<file path="src/rtl/mem_copy_pkg.sv">
// Shared types and default sizes for the block-copy DMA engine.
// Imported by the address generator and the mem_block_copier top.
package mem_copy_pkg;

  localparam int MEM_DEPTH_DEF = 51;
  localparam int AW_DEF        = 6;
  localparam int IDX_W         = AW_DEF;
  localparam int LEN_W         = AW_DEF + 1;

  typedef enum logic [1:0] {
    IDLE  = 2'd0,
    READ  = 2'd1,
    WRITE = 2'd2,
    DONE  = 2'd3
  } state_t;

endpackage

</file>
<file path="src/rtl/mem_copy_addr_gen.sv">
// Index counter and address adders for the block copier.
// Outputs the addresses for the *next* cycle, so the top can register mem_a.
module mem_copy_addr_gen
  import mem_copy_pkg::*;
#(
  parameter int AW = AW_DEF
) (
  input  logic          clk,
  input  logic          rst_n,
  input  logic          load,
  input  logic          step,
  input  logic [AW-1:0] src,
  input  logic [AW-1:0] dst,
  input  logic [AW:0]   len,
  input  logic          desc,
  output logic          last,
  output logic [AW-1:0] rd_addr_next,
  output logic [AW-1:0] wr_addr_next
);

  logic [AW-1:0] idx, idx_d;
  logic [AW-1:0] src_q, dst_q, src_d, dst_d;
  logic [AW:0]   len_q, len_m1;
  logic          desc_q;

  assign len_m1 = len - (AW+1)'(1);

  // NOTE: every always_comb output gets a default first, so no path can infer a latch.
  always_comb begin
    idx_d = idx;
    if (load)
      idx_d = desc ? len_m1[AW-1:0] : '0;
    else if (step)
      idx_d = desc_q ? idx - AW'(1) : idx + AW'(1);
  end

  // On load the fresh request values bypass the registers, so the first read
  // address is ready at the accepting edge.
  assign src_d        = load ? src : src_q;
  assign dst_d        = load ? dst : dst_q;
  assign rd_addr_next = src_d + idx_d;
  assign wr_addr_next = dst_d + idx_d;

  assign last = desc_q ? (idx == '0) : ({1'b0, idx} == len_q - (AW+1)'(1));

  // NOTE: sequential state uses non-blocking assignments only, so every
  // register samples pre-edge values regardless of statement order.
  always_ff @(posedge clk or negedge rst_n) begin
    if (!rst_n) begin
      idx    <= '0;
      src_q  <= '0;
      dst_q  <= '0;
      len_q  <= '0;
      desc_q <= 1'b0;
    end else begin
      idx <= idx_d;
      if (load) begin
        src_q  <= src;
        dst_q  <= dst;
        len_q  <= len;
        desc_q <= desc;
      end
    end
  end

endmodule

</file>
<file path="src/rtl/mem_block_copier.sv">
// Overlap-safe single-port memory block copier with running checksum.
// Alternates READ/WRITE cycles; direction chosen at accept to behave like memmove.
module mem_block_copier
  import mem_copy_pkg::*;
#(
  parameter int CSIZE     = 31,
  parameter int AW        = AW_DEF,
  parameter int MEM_DEPTH = MEM_DEPTH_DEF
) (
  input  logic           clk,
  input  logic           rst_n,
  input  logic           start,
  input  logic [AW-1:0]  src,
  input  logic [AW-1:0]  dst,
  input  logic [AW:0]    len,
  output logic           busy,
  output logic           done,
  output logic           err,
  output logic [CSIZE:0] sum,
  output logic [CSIZE:0] mem_a,
  output logic [CSIZE:0] mem_wd,
  output logic           mem_we,
  input  logic [CSIZE:0] mem_rd
);

  localparam logic [AW+1:0] LAST_ADDR = (AW+2)'(MEM_DEPTH - 1);

  state_t        state, next_state;
  logic          accept, step, last, req_ok, desc_req, err_q;
  logic [AW+1:0] src_end, dst_end, src_lim;
  logic [AW-1:0] rd_addr_next, wr_addr_next;

  // Extra headroom bits keep the range arithmetic from wrapping.
  assign src_lim  = {2'b00, src} + {1'b0, len};
  assign src_end  = src_lim - (AW+2)'(1);
  assign dst_end  = {2'b00, dst} + {1'b0, len} - (AW+2)'(1);
  assign req_ok   = (len != '0) && (src_end <= LAST_ADDR) && (dst_end <= LAST_ADDR);
  assign desc_req = (src < dst) && ({2'b00, dst} < src_lim);

  mem_copy_addr_gen #(.AW(AW)) u_addr_gen (
    .clk          (clk),
    .rst_n        (rst_n),
    .load         (accept),
    .step         (step),
    .src          (src),
    .dst          (dst),
    .len          (len),
    .desc         (desc_req),
    .last         (last),
    .rd_addr_next (rd_addr_next),
    .wr_addr_next (wr_addr_next)
  );

  always_ff @(posedge clk or negedge rst_n) begin
    if (!rst_n) state <= IDLE;
    else        state <= next_state;
  end

  always_comb begin
    next_state = state;
    case (state)
      IDLE:    if (start) next_state = req_ok ? READ : DONE;
      READ:    next_state = WRITE;
      WRITE:   next_state = last ? DONE : READ;
      DONE:    next_state = IDLE;
      default: next_state = IDLE;
    endcase
  end

  always_comb begin
    accept = (state == IDLE) && start;
    step   = (state == WRITE) && !last;
    busy   = (state == READ) || (state == WRITE);
    done   = (state == DONE);
    err    = (state == DONE) && err_q;
  end

  // Memory-facing outputs come straight from flops, keyed on the next state.
  always_ff @(posedge clk or negedge rst_n) begin
    if (!rst_n) begin
      err_q  <= 1'b0;
      sum    <= '0;
      mem_a  <= '0;
      mem_wd <= '0;
      mem_we <= 1'b0;
    end else begin
      if (accept) begin
        err_q <= !req_ok;
        sum   <= '0;
      end else if (state == READ) begin
        sum <= sum + mem_rd;
      end
      if (state == READ) mem_wd <= mem_rd;
      case (next_state)
        READ:    mem_a <= {{(CSIZE+1-AW){1'b0}}, rd_addr_next};
        WRITE:   mem_a <= {{(CSIZE+1-AW){1'b0}}, wr_addr_next};
        default: mem_a <= '0;
      endcase
      mem_we <= (next_state == WRITE);
    end
  end

endmodule

</file>
<file path="config.mk">
export PLATFORM = sky130hd
export DESIGN_NAME = mem_block_copier
export DESIGN_NICKNAME = d
export VERILOG_FILES = /design/src/rtl/mem_copy_pkg.sv /design/src/rtl/mem_copy_addr_gen.sv /design/src/rtl/mem_block_copier.sv
export SDC_FILE = /design/constraint.sdc
export NUM_CORES = 1
export LEC_CHECK = 0
export BUFFER_PORTS_ARGS = -buffer_cell sky130_fd_sc_hd__buf_2
export CAP_MARGIN = 20
export CORE_ASPECT_RATIO = 0.8
export CORE_UTILIZATION = 55
export DETAILED_ROUTE_END_ITERATION = 16
export PLACE_DENSITY_LB_ADDON = 0.2
export SLEW_MARGIN = 30
export SYNTH_ARGS = -nofsm -noshare
export SYNTH_HDL_FRONTEND = slang
export SYNTH_HIERARCHICAL = 1
export SYNTH_SLANG_ARGS = --single-unit
</file>
<file path="constraint.sdc">
create_clock -name clk -period 5.35 [get_ports clk]
set_input_delay 1.07 -clock clk [delete_from_list [all_inputs] [get_ports clk]]
set_output_delay 1.07 -clock clk [all_outputs]
set_load 0.01 [all_outputs]
</file>
# == Word-level counts from Yosys, hierarchy flattened ==
# Cells that the tools add are included.
# word_totals
regBits,126
wordCells,59
out_inout_bits,100
# classes
muxes,14
n_reduce_logical,13
n_eq_ne,6
addsub,11
magnitude_cmp,4
# op_table
cell,count
$mux W32,2
$mux W6,6
$add A32 B32 Y32,1
$add A6 B7 Y8,2
$le A8 B6 Y1 const B,2
$sub A8 B1 Y8 const B,2
$add A6 B6 Y6,2
$pmux W6 S2,1
$sub A6 B1 Y6 const B,2
$lt A6 B8 Y1,1
$pmux W2 S4,1
$eq A6 B7 Y1,1
$reduce_bool A7 Y1,1
$sub A7 B1 Y7 const B,1
$add A6 B1 Y6 const B,1
$eq A2 B2 Y1 const B,3
$logic_and A1 B1 Y1,6
$logic_not A6 Y1,1
$lt A6 B6 Y1,1
$mux W2,3
$eq A2 B1 Y1 const B,2
$logic_not A1 Y1,2
$logic_not A2 Y1,1
$reduce_bool A2 Y1,1
other kinds (2),2

# == Longest topological paths before layout ==
# Gate-level depths: netlist of the first run.
# depth
depth_word,10
ltp_mapped,20

# == Modules after synthesis ==
# Netlist of the first run, hierarchy kept.
# by_module_without_submodules
module,area_per_inst_um2,seq_area_each_um2,cells_each,instances
mem_block_copier,5642.9,1851.8,590,1
mem_copy_addr_gen,1916.8,650.6,187,1

# == Worst setup path before layout of the first run ==
# Ideal clock, no wire load.
# synth_path
path_type,input port to flip-flop
start,input port src[0]
end,register mem_a[5]
setup_time_ps,121
required_ps,5229
t_arrival_ps,4805
path_stages,19
slack_ps,424
path_cell_list,ha_1 -> fa_1 -> xnor2_1 -> ha_1 -> o21a_1 -> o21ai_0 -> nand2b_1 -> a21oi_1 -> maj3_1 -> o31a_1 -> nand2_1 -> o22ai_1 -> ha_1 -> a21oi_1 -> o211ai_1 -> a21oi_1 -> xnor2_1 -> xnor2_1 -> a22o_1
# synth_rtl
item,line,rtl
from (decl),mem_block_copier.sv:13,"input logic [AW-1:0] src,"
$add A6 B7 Y8,mem_block_copier.sv:34,"assign src_lim = {2'b00, src} + {1'b0, len};"
$lt A6 B8 Y1,mem_block_copier.sv:38,"assign desc_req = (src < dst) && ({2'b00, dst} < src_lim);"
$logic_and A1 B1 Y1 *,mem_block_copier.sv:38,
via desc_req,mem_block_copier.sv:29,"logic accept, step, last, req_ok, desc_req, err_q;"
$mux W6 *,mem_copy_addr_gen.sv:32,idx_d = desc ? len_m1[AW-1:0] : '0;
$mux W6 *,mem_copy_addr_gen.sv:31,if (load)
via u_addr_gen.idx_d[1],mem_copy_addr_gen.sv:21,"logic [AW-1:0] idx, idx_d;"
$add A6 B6 Y6 *,mem_copy_addr_gen.sv:42,assign wr_addr_next = dst_d + idx_d;
via wr_addr_next[5],mem_block_copier.sv:31,"logic [AW-1:0] rd_addr_next, wr_addr_next;"
$pmux W6 S2 *,mem_block_copier.sv:94,case (next_state)
to (signal assigned),mem_block_copier.sv:95,"READ: mem_a <= {{(CSIZE+1-AW){1'b0}}, rd_addr_next};"
to (signal assigned),mem_block_copier.sv:96,"WRITE: mem_a <= {{(CSIZE+1-AW){1'b0}}, wr_addr_next};"
to (decl),mem_block_copier.sv:20,"output logic [CSIZE:0] mem_a,"
# The timed path passes the listed nets; every way through them passes the cells marked *.
# A chain may end at the register's enable or synchronous reset.

# == Worst setup path after layout of the first run ==
# Ends and elaborated chain as after synthesis.

==> metrics.cfg, run 1 <==
[routing]
drtIter0Drc=329
num_vias=6225
routedWlPerCell_um=17.1
drc=0
wl_mm=18.5
ant_nets=0
viasPerCell=5.75
firstDrtPassIters=6

[placement]
place_congestion=0.851
numPortBuffers=127
place_hpwl_mm=14.1
dpl_cell_area_um2=8290

[critical_path]
critPathMaxStageDelay_ps=380
critPathKind=in -> reg
path_common_cell=a21oi_1
crit_path_max_fanout=6
critPathCaptureType=flop
cp.arrival_ps=5200
cp_slowest_cell=fa_1
critPathLaunchType=input pin
crit_buf_inv=2
required_ps=5590
critPathTopFamily=compound AO/OA/AOI/OAI gates
path_cells=buf_2, ha_1, fa_1, a21o_1, a21oi_1, xnor2_1, inv_1, ha_1, a21oi_1, maj3_1, o31a_1, nand2_1, o22ai_1, ha_1, a21oi_1, o211ai_1, a21oi_1, xnor2_1, xnor2_1, a22o_1

[cells_and_area]
fillers=1106
final_nets=1043
drive_gt1_frac=0.241
n_antenna_cell=0
multiInputGateArea_um2=4680
syn_to_final_growth_pct=13.8
regArea_um2=2500
postLayoutCellArea_um2=8600

[global_route]
grt_start_max_net_pins=70
grtUsageTotal=0.272
grt_overflow=0
grt_pass1_vias=5951
antenna_found_initial=0
grt_pass1_wl_mm=30.2

[die]
die_height_um=107
io_pins=154
core_um2=13100
rows=37
die_area_um2=14200
initial_core_util=0.575
die_w_um=133

[clocking]
htree_num_levels=3
cts-root-buf=clkbuf_16
cts_resized=0
hold_buffers=0
cts_buffers=9
post-cts-setup-buffers=0
cts_tree=done
clock_latency_ps=360
clockBufferDepth=2
cts.sinks=100
clk_pin_slew_ps=70

[timing]
max_freq_mhz=202
drv_slew=0
rsz0062_at_grt=no
fin_crit_sh=0.927
timing_worst_slew_pin_value_ps=958
slew_headroom=0.361
setup_violations=0
hold_viol=0
period_needed_ps=4960
fin_skew_ps=8.18
fin_tns_setup_ps=0

[power_and_ir_drop]
p_leak_nw=4.26
power_density_nw_per_um2=633
peakVddDrop_mv=0.319

[synth]
synth.avg_cell_area_um2=9.73
synth_warnings=6
synth_top_area_frac=0.331
yosysMostFrequentCell=dfrtp_1
synth_area_leaders=dfrtp_1 33%, ha_1 13%, mux2_2 7.3%, xnor2_1 3.6%, a21oi_1 3.6%
ys_types=72
async_flop_share=1.00
yosys.area.top_type=dfrtp_1
synth_edf_count=0
netlist_area_um2=7560
synth_seq_cells=100
synth_cells=777
ys_seq_area_frac=0.331
yosys_most_used_dff=dfrtp_1
yosys-top-cells-count=100 x dfrtp_1, 81 x ha_1, 56 x inv_1, 54 x a21oi_1

[outcome]
outcome=finished, final reports clean

[job]
maxCapViolCount=0

[hold_path]
hp-class=reg -> reg

[stage by stage]
| step | total power [mW] | setup WS, ps | util | instances | hold WS (ps) |
|---|---|---|---|---|---|
| 2_1_floorplan | 3.86 | 424 | - | 802 | 457 |
| 3_3_place_gp | 4.63 | 99.9 | 0.631 | 1066 | 473 |
| 3_5_place_dp | 4.74 | 61.9 | 0.631 | 1066 | 478 |
| 4_1_cts | 5.44 | 392 | 0.654 | 1082 | 505 |
| 5_1_grt | 5.90 | 127 | 0.654 | 1082 | 520 |
| 6_report | 5.45 | 391 | 0.654 | 1082 | 503 |
[final cells by class]
class                      instances  area share
sequential                       100       0.291
multi-input combinational        601       0.544
timing repair buffer             134      0.0803
inverter                          56      0.0244
clock buffer                       9      0.0262
clock inverter                     7     0.00887
tap                              175      0.0255
[logic make-up after synthesis]
group	synth area share
buf+inv	0.0652
fa+ha+maj	0.151
other cells	0.000496
xor+xnor	0.0637
simple gates	0.112
mux	0.102
compound gates	0.174
flops	0.331
[cell usage in the layout, fill, tap and decap left out, drive strengths merged, types with 11 or more instances in the layout]
cell type / synthesis / layout
nor2: 49 / 49
o211ai: 11 / 11
xor2: 24 / 24
nand2: 42 / 42
xnor2: 31 / 31
conb: 1 / 26
dfrtp: 100 / 100
ha: 81 / 81
a21o: 27 / 27
o21ai: 27 / 27
mux2: 50 / 50
nand3: 13 / 13
mux2i: 21 / 21
buf: 38 / 134
inv: 56 / 57
nor3: 11 / 11
a21oi: 55 / 55
[registers in the layout, summed over array words and instances, names as in the netlist]
name,cells
u_addr_gen/len_q,7
u_addr_gen/desc_q,1
mem_a,6
err_q,1
u_addr_gen/dst_q,6
u_addr_gen/src_q,6
state,2
mem_wd,32
sum,32
u_addr_gen/idx,6
mem_we,1
[layer usage]
metal	track usage	share of wire	vias up
li1	-	-	2992
met1	0.391	0.50	3017
met2	0.414	0.43	200
met3	0.0615	0.054	16
met4	0.0698	0.011	0
met5	0	0	-
[report_power, final]
part           internal [mW]  leakage [nW]  switching [mW]
Sequential              1.13          1.22           0.272
Clock                  0.366         0.147           0.310
Combinational           1.54          2.90            1.83
Total                   3.03          4.26            2.42
[worst paths after layout]
| path | cells past startpoint | start | slack [ps] | to |
|---|---|---|---|---|
| setup / recovery | 20 | src[0] | 390 | mem_a[5]$_DFF_PN0_ |
| hold / removal | 1 | mem_wd[19]$_DFFE_PN0P_ | 500 | mem_wd[19]$_DFFE_PN0P_ |
| setup reg to reg | 18 | u_addr_gen/len_q[0]$_DFFE_PN0P_ | 1140 | mem_a[5]$_DFF_PN0_ |
| hold reg to reg | 1 | mem_wd[19]$_DFFE_PN0P_ | 500 | mem_wd[19]$_DFFE_PN0P_ |
| max in group asynchronous | 2 | rst_n | 3490 | u_addr_gen/dst_q[0]$_DFF_PN0_ |
| min in group asynchronous | 1 | rst_n | 730 | mem_wd[0]$_DFFE_PN0P_ |
No activity file was read; power rests on OpenSTA's default activity.
==> run 2: changes to the inputs <==
--- a/config.mk
+++ b/config.mk
@@ -8,7 +8,7 @@
 export BUFFER_PORTS_ARGS = -buffer_cell sky130_fd_sc_hd__buf_2
 export CAP_MARGIN = 20
 export CORE_ASPECT_RATIO = 0.8
-export CORE_UTILIZATION = 55
+export CORE_UTILIZATION = 56
 export DETAILED_ROUTE_END_ITERATION = 16
 export PLACE_DENSITY_LB_ADDON = 0.2
 export SLEW_MARGIN = 30
==> constraint.sdc (replaced) <==
create_clock -name clk -period 5.35 [get_ports clk]
set_input_delay 0.535 -clock clk [delete_from_list [all_inputs] [get_ports clk]]
set_output_delay 0.535 -clock clk [all_outputs]
set_load 0.01 [all_outputs]
==> run 2 against run 1 <==
Net effect:
- fmax is 5.6% higher
- worst setup slack improved by 260 ps
- first-iteration DRC count up 22%
- critical path type unchanged
- register-to-register slack worse by 100 ps
- clock skew grew 6.0 ps
- largest power group unchanged
- total power is 1.0% lower
- sequential power barely moved
- die area down 1.8%
==> metrics.cfg, run 2 (synthesized netlist as in run 1, its figures left out) <==
[critical_path]
critPathCaptureType=flop
r2r.worst_path.cells=17
required_ps=5590
cp_slowest_cell=o22ai_1
path_common_cell=a21oi_1
r2r_end=mem_a[5]$_DFF_PN0_
critPathKind=in -> reg
reg2reg_from=u_addr_gen/len_q[0]$_DFFE_PN0P_
critPathLaunchType=input pin
crit_path_max_fanout=7
reg2reg_setup_slack_ps=1040
cp.arrival_ps=4940
path_cells=buf_2, ha_1, fa_1, a21o_1, a21oi_1, xnor2_1, inv_1, ha_1, a21oi_1, maj3_1, o31a_1, nand2_1, o22ai_1, ha_1, a21oi_1, o211ai_1, a21oi_1, xnor2_1, xnor2_1, a22o_1
critPathMaxStageDelay_ps=560

[die]
initial_core_util=0.581
die_area_um2=14000
core_um2=13000
die_w_um=132
rows=37
io_pins=154
die_height_um=106

[power_and_ir_drop]
power_density_nw_per_um2=630
peakVddDrop_mv=0.329
p_leak_nw=4.24

[clocking]
htree_num_levels=3
cts_tree=done
clk_pin_slew_ps=70
clock_latency_ps=360
clockBufferDepth=2
cts-root-buf=clkbuf_16
cts_buffers=9
post-cts-setup-buffers=0
hold_buffers=0
cts.sinks=100
cts_resized=0

[global_route]
antenna_found_initial=0
grt_pass1_vias=6057
grt_pass1_wl_mm=30.5
grt_overflow=0
grt_start_max_net_pins=73
grtUsageTotal=0.277

[routing]
routedWlPerCell_um=17.2
drc=0
firstDrtPassIters=5
ant_nets=0
drtIter0Drc=401
viasPerCell=5.83
wl_mm=18.6
num_vias=6288

[timing]
period_needed_ps=4700
slew_headroom=0.337
rsz0062_at_grt=no
drv_slew=0
fin_tns_setup_ps=0
timing_worst_slew_pin_value_ps=992
finalWorstSetupSlack_ps=654
max_freq_mhz=213
fin_crit_sh=0.878
setup_violations=0
fin_skew_ps=14.2
hold_viol=0

[cells_and_area]
syn_to_final_growth_pct=13.2
layout_common_cells=126 x buf_2, 100 x dfrtp_1, 80 x ha_1
drive_gt1_frac=0.237
n_antenna_cell=0
final_common_cell=buf_2
reg_top3=mem_wd x32, sum x32, u_addr_gen/len_q x7
final_nets=1040
fillers=1094

[job]
maxCapViolCount=0

[placement]
place_hpwl_mm=14.2
numPortBuffers=127
place_congestion=0.871
dp_slack_ps=338

[hold_path]
hp-class=in -> async

[outcome]
outcome=finished, final reports clean

-- run 2: layout make-up --
class	instances	area [um2]	area share
clock buffer	10	239	0.0279
clock inverter	6	47.5	0.00555
inverter	56	210	0.0246
multi-input combinational	601	4670	0.546
sequential	100	2500	0.292
tap	175	219	0.0256
timing repair buffer	131	672	0.0785
-- run 2: layer usage --
layer | vias up | part of all wire | global-route usage
met3 | 26 | 0.055 | 0.0558
met1 | 3058 | 0.48 | 0.395
met4 | 0 | 0.017 | 0.0806
met2 | 212 | 0.44 | 0.426
li1 | 2992 | - | -
met5 | - | 0 | 0
-- run 2: worst max-delay path: cells and delay by family --
kind,cells,cell delay (ps)
buf+inv,2,290
simple gates,1,170
compound gates,9,2050
xor+xnor,3,430
fa+ha+maj,5,1470
-- run 2: per-stage QoR --
step	cell area (um2)	total power, mW	hold WS (ps)	utilization	cells
6_report	8560	5.39	98.7	0.658	1079
5_1_grt	8560	5.82	116	0.658	1079
4_1_cts	8560	5.40	102	0.658	1079
3_5_place_dp	8270	4.73	482	0.636	1063
3_3_place_gp	8270	4.60	472	0.636	1063
2_1_floorplan	7650	3.86	239	-	802
-- run 2: worst max-delay path by stage --
| stage | from | to |
|---|---|---|
| after global placement | len[0] | mem_a[5]$_DFF_PN0_ |
| after CTS | len[0] | mem_a[5]$_DFF_PN0_ |
| after floorplan | src[0] | mem_a[5]$_DFF_PN0_ |
| final | len[0] | mem_a[5]$_DFF_PN0_ |
| after global routing | len[0] | mem_a[5]$_DFF_PN0_ |
| after detailed placement | len[0] | mem_a[5]$_DFF_PN0_ |
-- run 2: report_power, final --
group | leakage (nW) | internal, mW | switching [mW]
sequential | 1.22 | 1.13 | 0.278
combinational | 2.88 | 1.53 | 1.82
clock | 0.139 | 0.332 | 0.308
total | 4.24 | 2.99 | 2.40
==> run 3: changes to the inputs <==
--- a/config.mk
+++ b/config.mk
@@ -11,6 +11,7 @@
 export CORE_UTILIZATION = 56
 export DETAILED_ROUTE_END_ITERATION = 16
 export PLACE_DENSITY_LB_ADDON = 0.2
+export RECOVER_POWER = 25
 export SLEW_MARGIN = 30
 export SYNTH_ARGS = -nofsm -noshare
 export SYNTH_HDL_FRONTEND = slang
==> run 3 against run 2 <==
Net effect:
- the run now ends with capacitance limit, slew limit left
- total power about the same
- via count up 0.14%
- sequential power about the same
- first-iteration DRC count unchanged
- critical path type unchanged
- largest cell class unchanged
- highest routed layer unchanged
==> metrics.cfg, run 3 (synthesized netlist as in run 1, its figures left out) <==
[outcome]
outcome=finished, violations left
violations=capacitance limit, slew limit

[clocking]
clockBufferDepth=2
cts_resized=0
clock_latency_ps=360
cts.sinks=100
clk_pin_slew_ps=80
post-cts-setup-buffers=0
cts_tree=done
hold_buffers=0
htree_num_levels=3
cts-root-buf=clkbuf_16
cts_buffers=9

[cells_and_area]
layout_common_cells=126 x buf_2, 100 x dfrtp_1, 80 x ha_1
final_nets=1040
syn_to_final_growth_pct=13.1
reg_top3=mem_wd x32, sum x32, u_addr_gen/len_q x7
fillers=1098
final_common_cell=buf_2
n_antenna_cell=0
instances_no_fill=1079
fin_util=0.657
drive_gt1_frac=0.236

[placement]
numPortBuffers=127
place_hpwl_mm=14.2
dpl.cell_count=1063
place_congestion=0.871

[critical_path]
critPathCaptureType=flop
critPathLaunchType=input pin
path_common_cell=a21oi_1
cp_slowest_cell=o22ai_1
crit_path_max_fanout=7
required_ps=5590
critPathMaxStageDelay_ps=560
critPathTopFamily=compound AO/OA/AOI/OAI gates
cp.arrival_ps=4940
critPathKind=in -> reg
crit_buf_inv=2
path_cells=buf_2, ha_1, fa_1, a21o_1, a21oi_1, xnor2_1, inv_1, ha_1, a21oi_1, maj3_1, o31a_1, nand2_1, o22ai_1, ha_1, a21oi_1, o211ai_1, a21oi_1, xnor2_1, xnor2_1, a22o_1

[timing]
slew_headroom=-0.214
fin_tns_setup_ps=0
max_freq_mhz=213
rsz0062_at_grt=no
setup_violations=0
hold_viol=0
drv_slew=103
fin_crit_sh=0.878
timing_worst_slew_pin_value_ps=1820
period_needed_ps=4700
fin_skew_ps=13.7

[power_and_ir_drop]
peakVddDrop_mv=0.329
sw_frac_of_total=0.446
p_seq_frac=0.261
p_comb_frac=0.620
power_density_nw_per_um2=631
p_sw_mw=2.41
p_leak_nw=4.24
clock_power_share=0.118
power.internal_mw=2.99

[job]
maxCapViolCount=2

[global_route]
grt_start_max_net_pins=73
grt_overflow=0
grtUsageTotal=0.277
grt_pass1_vias=6057
antenna_found_initial=0
grt_pass1_wl_mm=30.5

[routing]
num_vias=6297
routedWlPerCell_um=17.3
wl_mm=18.7
firstDrtPassIters=5
ant_nets=0
viasPerCell=5.84
drtIter0Drc=401
drc=0

[die]
die_height_um=106
initial_core_util=0.581
core_um2=13000
rows=37
die_w_um=132
io_pins=154
die_area_um2=14000

[hold_path]
hp-class=in -> reg

[run 3: changes by cell type in the layout (fill, tap and decap cells not counted), sizes merged]
cell    change
clkbuf      +2
buf         -2
[run 3: through the flow]
step                      setup WS [ps]  area, um2  hold WS (ps)  total power [mW]
after CTS                           708       8560           102              5.40
after global routing                356       8550           424              5.82
after floorplan                     959       7650           239              3.86
final                               654       8550           430              5.40
after detailed placement            338       8270           482              4.73
after global placement              485       8270           472              4.60
[run 3: layer usage]
| metal | wire, um | global-route usage | up-vias |
|---|---|---|---|
| met2 | 8240 | 0.426 | 207 |
| met5 | 0 | 0 | - |
| met1 | 9080 | 0.395 | 3074 |
| met4 | 332 | 0.0806 | 0 |
| met3 | 1010 | 0.0558 | 26 |
| li1 | - | - | 2990 |
[run 3: path summary, 6_finish.rpt]
kind | start | end | slack [ps] | cells past startpoint
hold / removal | mem_rd[15] | mem_wd[15]$_DFFE_PN0P_ | 430 | 2
max in group asynchronous | rst_n | u_addr_gen/len_q[5]$_DFFE_PN0P_ | 2260 | 2
hold reg to reg | err_q$_DFFE_PN0P_ | err_q$_DFFE_PN0P_ | 490 | 1
setup reg to reg | u_addr_gen/len_q[0]$_DFFE_PN0P_ | mem_a[5]$_DFF_PN0_ | 1020 | 17
setup / recovery | len[0] | mem_a[5]$_DFF_PN0_ | 650 | 20
min in group asynchronous | rst_n | mem_wd[5]$_DFFE_PN0P_ | 550 | 1
[run 3: final cells by class]
cell class / instances / area [um2] / area share
clock buffers: 10 / 239 / 0.0279
clock inverters: 6 / 47.5 / 0.00556
inverters: 56 / 210 / 0.0246
multi-input cells: 601 / 4670 / 0.546
flip-flops and latches: 100 / 2500 / 0.293
well taps: 175 / 219 / 0.0256
repair buffers: 131 / 662 / 0.0774
[run 3: power groups by stage]
stage               Sequential, mW  Clock, mW  Combinational, mW
global route                  1.46      0.684               3.68
finish                        1.41      0.639               3.35
detailed placement            1.42          0               3.31
CTS                           1.41      0.655               3.34
floorplan                     1.47          0               2.39
global placement              1.39          0               3.21
